## src/rtl/dqs_read_capture.sv

```systemverilog
// DDR read capture: DQS-gated DQ sampling on both strobe edges, packed into 4-bit words
// and buffered through a small FIFO to a parallel output with a one-cycle valid strobe.
module dqs_read_capture #(
    parameter int unsigned FIFO_DEPTH  = 8,
    parameter int unsigned GATE_MAXSEL = 7,
    localparam int unsigned PW = $clog2(FIFO_DEPTH),
    localparam int unsigned SW = $clog2(GATE_MAXSEL + 1)
) (
    input  logic          sclk,
    input  logic          reset_n,
    input  logic          dqs,
    input  logic          dq,
    input  logic [1:0]    read,
    input  logic [SW-1:0] readclksel,
    input  logic          pause,
    output logic          dqsr90,
    output logic [3:0]    q,
    output logic          qwl,
    output logic [PW-1:0] wrpntr,
    output logic [PW-1:0] rdpntr,
    output logic          overflow
);

    typedef enum logic [1:0] {
        S_IDLE,
        S_ARMED,
        S_OPEN
    } gate_e;

    localparam logic [PW:0] FULL_CNT = (PW + 1)'(FIFO_DEPTH);

    gate_e         r_state;
    logic [SW-1:0] r_dly;
    logic [3:0]    r_beat;
    logic          r_dqs_d;
    logic [3:0]    r_shift;
    logic [1:0]    r_idx;
    logic [3:0]    r_mem [FIFO_DEPTH];
    logic [PW-1:0] r_wrpntr;
    logic [PW-1:0] r_rdpntr;
    logic [PW:0]   r_count;
    logic [3:0]    r_q;
    logic          r_qwl;
    logic          r_overflow;

    logic          w_rise;
    logic          w_fall;
    logic          w_cap;
    logic          w_close;
    logic          w_word_done;
    logic          w_full;
    logic          w_wr;
    logic          w_rd;
    logic [3:0]    w_word;

    // A new read request takes priority over any edge seen on the same cycle.
    always_comb begin
        w_rise      = dqs & ~r_dqs_d;
        w_fall      = ~dqs & r_dqs_d;
        w_cap       = (r_state == S_OPEN) & (w_rise | w_fall) & (read == 2'b00);
        w_close     = w_cap & w_fall & (r_beat == 4'd1);
        w_word_done = w_cap & (r_idx == 2'd3);
        w_full      = (r_count == FULL_CNT);
        w_wr        = w_word_done & ~w_full;
        w_rd        = (r_count != '0) & ~pause;
        w_word      = {dq, r_shift[2:0]};
    end

    always_ff @(posedge sclk or negedge reset_n) begin
        if (!reset_n) begin
            r_state <= S_IDLE;
            r_dly   <= '0;
            r_beat  <= '0;
            r_dqs_d <= 1'b0;
            r_shift <= '0;
            r_idx   <= '0;
        end else begin
            r_dqs_d <= dqs;
            if (read != 2'b00) begin
                // Reload discards any partially assembled word from an earlier request.
                r_state <= S_ARMED;
                r_dly   <= readclksel;
                r_beat  <= (read == 2'b11) ? 4'd8 : 4'd4;
                r_idx   <= '0;
            end else begin
                case (r_state)
                    S_ARMED: begin
                        if (r_dly == '0) r_state <= S_OPEN;
                        else             r_dly   <= r_dly - 1'b1;
                    end
                    S_OPEN: begin
                        if (w_cap) begin
                            r_shift[r_idx] <= dq;
                            r_idx          <= r_idx + 1'b1;
                            if (w_fall) r_beat <= r_beat - 1'b1;
                            if (w_close) begin
                                r_state <= S_IDLE;
                                r_idx   <= '0;
                            end
                        end
                    end
                    default: r_state <= S_IDLE;
                endcase
            end
        end
    end

    always_ff @(posedge sclk or negedge reset_n) begin
        if (!reset_n) begin
            for (int unsigned i = 0; i < FIFO_DEPTH; i++) r_mem[i] <= '0;
            r_wrpntr   <= '0;
            r_rdpntr   <= '0;
            r_count    <= '0;
            r_q        <= '0;
            r_qwl      <= 1'b0;
            r_overflow <= 1'b0;
        end else begin
            if (w_wr) begin
                r_mem[r_wrpntr] <= w_word;
                r_wrpntr        <= r_wrpntr + 1'b1;
            end
            if (w_word_done && w_full) r_overflow <= 1'b1;
            if (w_rd) begin
                r_q      <= r_mem[r_rdpntr];
                r_rdpntr <= r_rdpntr + 1'b1;
                r_qwl    <= 1'b1;
            end else begin
                r_qwl    <= 1'b0;
            end
            r_count <= r_count + {{PW{1'b0}}, w_wr} - {{PW{1'b0}}, w_rd};
        end
    end

    assign dqsr90   = r_dqs_d & (r_state == S_OPEN);
    assign q        = r_q;
    assign qwl      = r_qwl;
    assign wrpntr   = r_wrpntr;
    assign rdpntr   = r_rdpntr;
    assign overflow = r_overflow;

endmodule

```

## config.mk

```make
export PLATFORM = sky130hd
export DESIGN_NAME = dqs_read_capture
export DESIGN_NICKNAME = d
export VERILOG_FILES = /design/src/rtl/dqs_read_capture.sv
export SDC_FILE = /design/constraint.sdc
export NUM_CORES = 1
export LEC_CHECK = 0
export ABC_AREA = 1
export CORE_UTILIZATION = 53
export DETAILED_ROUTE_END_ITERATION = 10
export PLACE_DENSITY = 0.76
export REMOVE_ABC_BUFFERS = 1
export SYNTH_ARGS = -nofsm -noshare
export SYNTH_HDL_FRONTEND = slang
export SYNTH_SLANG_ARGS = --single-unit
```

## constraint.sdc

```tcl
create_clock -name sclk -period 2.3 [get_ports sclk]
set_clock_uncertainty 0.2 [all_clocks]
set_input_delay 0.46 -clock sclk [delete_from_list [all_inputs] [get_ports sclk]]
set_output_delay 0.46 -clock sclk [all_outputs]
set_load 0.1 [all_outputs]
```

Word-level counts from Yosys, hierarchy flattened
Index checks and enable logic that the tools add are counted.

cells by class
  shift-type cells = 0
  multiplexer cells = 27
  multiply operators = 0
  bitwise logic cells = 18
  divide/modulo/power cells = 0
  eq/ne operators = 10
  reduce and logical (&&, ||, !) cells = 16
  $add $sub $neg = 7
  order comparisons = 5

operators by type and width
  cell                                                 count
  bitwise mux 32 bit                                   1
  two-way mux 4 bit                                    8
  two-way mux 2 bit                                    8
  binary-select mux 4 bit (select 3 bit)               1
  demux 4 bit (select 3 bit)                           1
  bitwise AND 1 bit                                    10
  nonzero test 2 bit                                   5
  two-way mux 3 bit                                    3
  AND reduction 3 bit                                  3
  >= comparator 4 bit (second input constant)          2
  NOT 3 -> 4 bit                                       2
  adder 3 x 1 -> 3 bit (second input constant)         2
  == test 2 bit (second input constant)                3
  != test 3 x 2 -> 1 bit (second input constant)       2
  NOT 1 bit                                            5
  adder 4 x 1 -> 4 bit                                 1
  bitwise mux 4 bit                                    1
  == test 4 x 1 -> 1 bit (second input constant)       1
  == test 4 bit (second input constant)                1
  < comparator 4 x 1 -> 1 bit (second input constant)  1
  one-hot mux 2 bit (2 select lines)                   1
  AND reduction 2 bit                                  2
  nonzero test 4 bit                                   1
  subtractor 4 x 1 -> 4 bit                            1
  other kinds (14)                                     17

storage, ports and cells
  memories kept = 0
  latch bits = 0
  logic and storage cells = 103
  register bits after elaboration = 64
  ROM bits = 0
  memory bits (writable) = 0
  output and inout bits = 13
  input port bits = 10

Logic depth before layout (Yosys ltp)
  depth in word-level cells = 11
  depth in mapped cells = 12

Worst setup path before layout
OpenSTA, ideal clock, no wires.

  kind = in2reg
  from = input dqs
  to = register r_count[2]
  library setup time = 123 ps
  path slack = -251 ps
  path buffers = 0
  arrival time = 2229 ps
  cell stages on the path = 12
  cells stage by stage = inv_1 ha_1 inv_1 nand3_4 nor2_8 nand2_1 ha_1 inv_1 ha_1 inv_1 fa_1 xnor2_1

between the ends
  word-level cells in the longest chain between the ends = 9
  elaborated cells between the ends (all ways) = 10

RTL lines
  element                              line  RTL
  start, declared                      11    input logic dqs,
  NOT 1 bit                            59    w_fall = ~dqs & r_dqs_d;
  bitwise AND 1 bit                    59
  bitwise OR 1 bit (*)                 60    w_cap = (r_state == S_OPEN) & (w_rise | w_fall) & (read == 2'b00);
  bitwise AND 1 bit (*) (2 in series)  60
  bitwise AND 1 bit (*)                62    w_word_done = w_cap & (r_idx == 2'd3);
  bitwise AND 1 bit (*)                64    w_wr = w_word_done & ~w_full;
  adder 4 x 1 -> 4 bit (*)             130   r_count <= r_count + {{PW{1'b0}}, w_wr} - {{PW{1'b0}}, w_rd};
  subtractor 4 x 1 -> 4 bit (*)        130
  end signal, assigned                 130
  end, declared                        41    logic [PW:0] r_count;

Mark *: on every way between the ends. The rest lies on a longest branch, timed or not.
A chain may end at the register's enable or synchronous reset.

Final worst setup path
  from = register r_dqs_d
  to = register r_count[1]

between the ends
  word-level cells in the longest chain between the ends = 9
  elaborated cells between the ends (all ways) = 10

RTL lines
  element                              line  RTL
  start, declared                      35    logic r_dqs_d;
  start signal, assigned               78    r_dqs_d <= dqs;
  NOT 1 bit                            58    w_rise = dqs & ~r_dqs_d;
  bitwise AND 1 bit                    58
  bitwise OR 1 bit (*)                 60
  bitwise AND 1 bit (*) (2 in series)  60
  bitwise AND 1 bit (*)                62
  bitwise AND 1 bit (*)                64
  adder 4 x 1 -> 4 bit (*)             130
  subtractor 4 x 1 -> 4 bit (*)        130

Marked as above.

==> summary.md <==
| Metric | Value |
|---|---|
| CTS tree | `done` |
| Comb power frac | `39.4%` |
| Yosys warns | `0` |
| Post-synth EDFFs | `0` |
| Sequential fraction of the synthesis area | `45.0%` |
| Sink Count | `63` |
| Die Area | `0.00695 mm²` |
| Commonest non-fill, non-tap cell in the layout | `nand2_1` |
| Worst-case clock buffer depth | `2` |
| Area Growth Syn to Fin | `18.2%` |
| Post-Route WL | `7790 µm` |
| Cells after Synth | `435` |
| Die W | `83.3 µm` |
| N_diodes | `0` |
| Slew headroom | `65.6%` |
| Cell Rows | `29` |
| Syn Std Cell Area | `0.00351 mm²` |
| CP max FO | `2` |
| Routed vias | `2,991` |
| Starting Density | `54.9%` |
| Worst Setup Start Kind | `flop` |
| RSZ-0062 raised after global routing | `true` |
| Worst Path Arrival | `2340 ps` |
| Worst-path clk slew | `70 ps` |
| Nets | `496` |
| GRT Total Usage | `24.9%` |
| Root Buffer | `clkbuf_8` |
| Core area | `0.00639 mm²` |
| Largest net degree at the start of global routing | `45` |
| Total grt overflow | `0` |
| Worst Setup End Kind | `flop` |
| First-pass GRT wire length | `13,500 µm` |
| Final hold violations | `0` |
| Min Tclk post-route | `2280 ps` |
| Status | `finished, final reports clean` |
| Initial antenna violation count | `0` |
| Peak Freq | `438 MHz` |
| Clock Power Share | `26.2%` |
| Maximum Capacitance Violations | `0` |
| Die height | `83.3 µm` |
| Sequential share of power | `34.4%` |
| P_int | `2290 µW` |
| Remaining DRCs | `0` |
| H-tree depth | `3` |
| Post-layout util | `64.9%` |
| Tcrit/Tclk final | `99.3%` |
| 1st-pass router iterations | `5` |
| Req. time, crit path | `2350 ps` |
| IO buf count | `22` |
| CP Class | `reg -> reg` |
| Clk Latency, worst-skew pair | `350 ps` |
| Yosys cell types | `30` |
| Net Sw Frac | `41.3%` |
| Routability congestion estimate | `0.804` |
| WL/cell | `14.2 µm` |
| Share of layout cells above drive strength 1 | `14.0%` |
| Pwr dens | `940 mW/mm²` |
| Max-slew violations | `0` |
| VDD IR-drop max | `1160 µV` |
| Vias in the first global route | `2,867` |
| HP Class | `in -> reg` |
| Lkg Pwr | `0.00218 µW` |
| Clock buffer count from CTS | `9` |
| 1st-iter DRT viols | `179` |
| Post-route ant nets | `0` |
| Worst slew pin tran | `513 ps` |
| Most frequent cells in the layout | `nand2_1, dfrtp_1, inv_1` |
| Worst Setup Slack, final | `16.7 ps` |
| IO Count | `23` |
| Vias/cell | `5.44` |
| Yosys reg bits | `63` |
| Net Sw Power | `1610 µW` |
| Placement Setup Slack | `-774 ps` |
| Setup violators final | `0` |
| Post-DP HPWL | `5180 µm` |
| Post-synth ARST share | `100%` |
| Avg Inst Size Synth | `8.06 µm²` |
| Top_reg_cell synth | `dfrtp_1` |
[cells in the mapped netlist, drive strengths merged (3+ instances only)]
master | instances | share of area (%)
nor2 | 14 | 3.0
clkinv | 3 | 0.32
nand4 | 41 | 8.2
nand2 | 161 | 17
xor2 | 3 | 0.75
dfrtp | 63 | 45
o21ai | 12 | 1.7
buf | 10 | 2.3
ha | 17 | 6.1
inv | 55 | 6.0
clkbuf | 7 | 0.75
nand3 | 39 | 6.2
xnor2 | 4 | 1.0
[per-stage QoR]
stage	cell area (µm²)	hold slack (ps)	TNS [ps]	instances	power, µW
2_1_floorplan	3400	-35.6	-2500	418	2400
3_3_place_gp	3860	82.4	-11280	531	2790
3_5_place_dp	3860	79.1	-13620	531	2820
4_1_cts	4130	171	-26.9	550	3870
5_1_grt	4150	154	-39.7	550	4120
6_report	4150	141	0	550	3900
[per-layer routing]
layer	vias to the layer above	GRT usage [%]	wire length [µm]
li1	1463	-	-
met1	1416	32.5	3430
met2	97	39.9	3730
met3	15	4.87	455
met4	0	11.6	169
met5	-	0	0
[sequential cells by signal, summed over array words and instances, names as in the netlist]
name      cells
r_dly         3
qwl           1
r_state       2
r_idx         2
r_beat        4
q             4
r_count       4
overflow      1
rdpntr        3
r_dqs_d       1
wrpntr        3
r_shift       3
r_mem        32
[final timing paths]
check / start / endpoint / slack (ps) / cells after the start
setup / recovery: r_dqs_d / r_count[1] / 20 / 11
hold / removal: dqs / r_dqs_d / 140 / 1
setup reg to reg: r_dqs_d / r_count[1] / 20 / 11
hold reg to reg: r_mem[4] / r_mem[4] / 280 / 2
max in group asynchronous: reset_n / r_mem[3] / 1150 / 3
min in group asynchronous: reset_n / r_count[3] / 250 / 2
[power by group through the flow]
stage	clock network (µW)	registers, µW	logic [µW]
floorplan	0	1790	609
global placement	0	1350	1450
detailed placement	0	1350	1470
CTS	1030	1340	1500
global route	1080	1350	1680
finish	1020	1340	1540
[worst max-delay path, stage by stage, from the launching register on]
cell     delay (ps)
dfrtp_1         430
ha_4            250
inv_4            60
nand3_4          90
nor2_8          110
nand2_4          60
ha_4            220
inv_4            50
ha_4            120
inv_2            40
fa_2            520
inv_2            30
[final cells by class]
class | instances | area (µm²)
fillers | 543 | 2240
multi-input cells | 297 | 1650
flip-flops and latches | 63 | 1580
repair buffers | 39 | 389
inverters | 58 | 225
clock buffers | 13 | 169
well taps | 77 | 96.3
clock inverters | 3 | 40.0
[repair_timing]
| item | in CTS | in global routing |
|---|---|---|
| pin swaps | 3 | 2 |
| endpoints found under the setup margin | 3 | 3 |
| buffers inserted | 2 | 0 |
| resized for setup | 11 | 7 |
| hold endpoints to repair | 55 | 0 |
| hold buffers | 1 | 0 |
[logic make-up after synthesis]
kind of cell,after synthesis,synth area share [%]
xor+xnor,7,1.75
flops,63,45.0
compound gates,16,2.50
buf+inv,75,9.35
simple gates,256,34.8
fa+ha+maj,18,6.64
(Power assumes the default switching activity.)
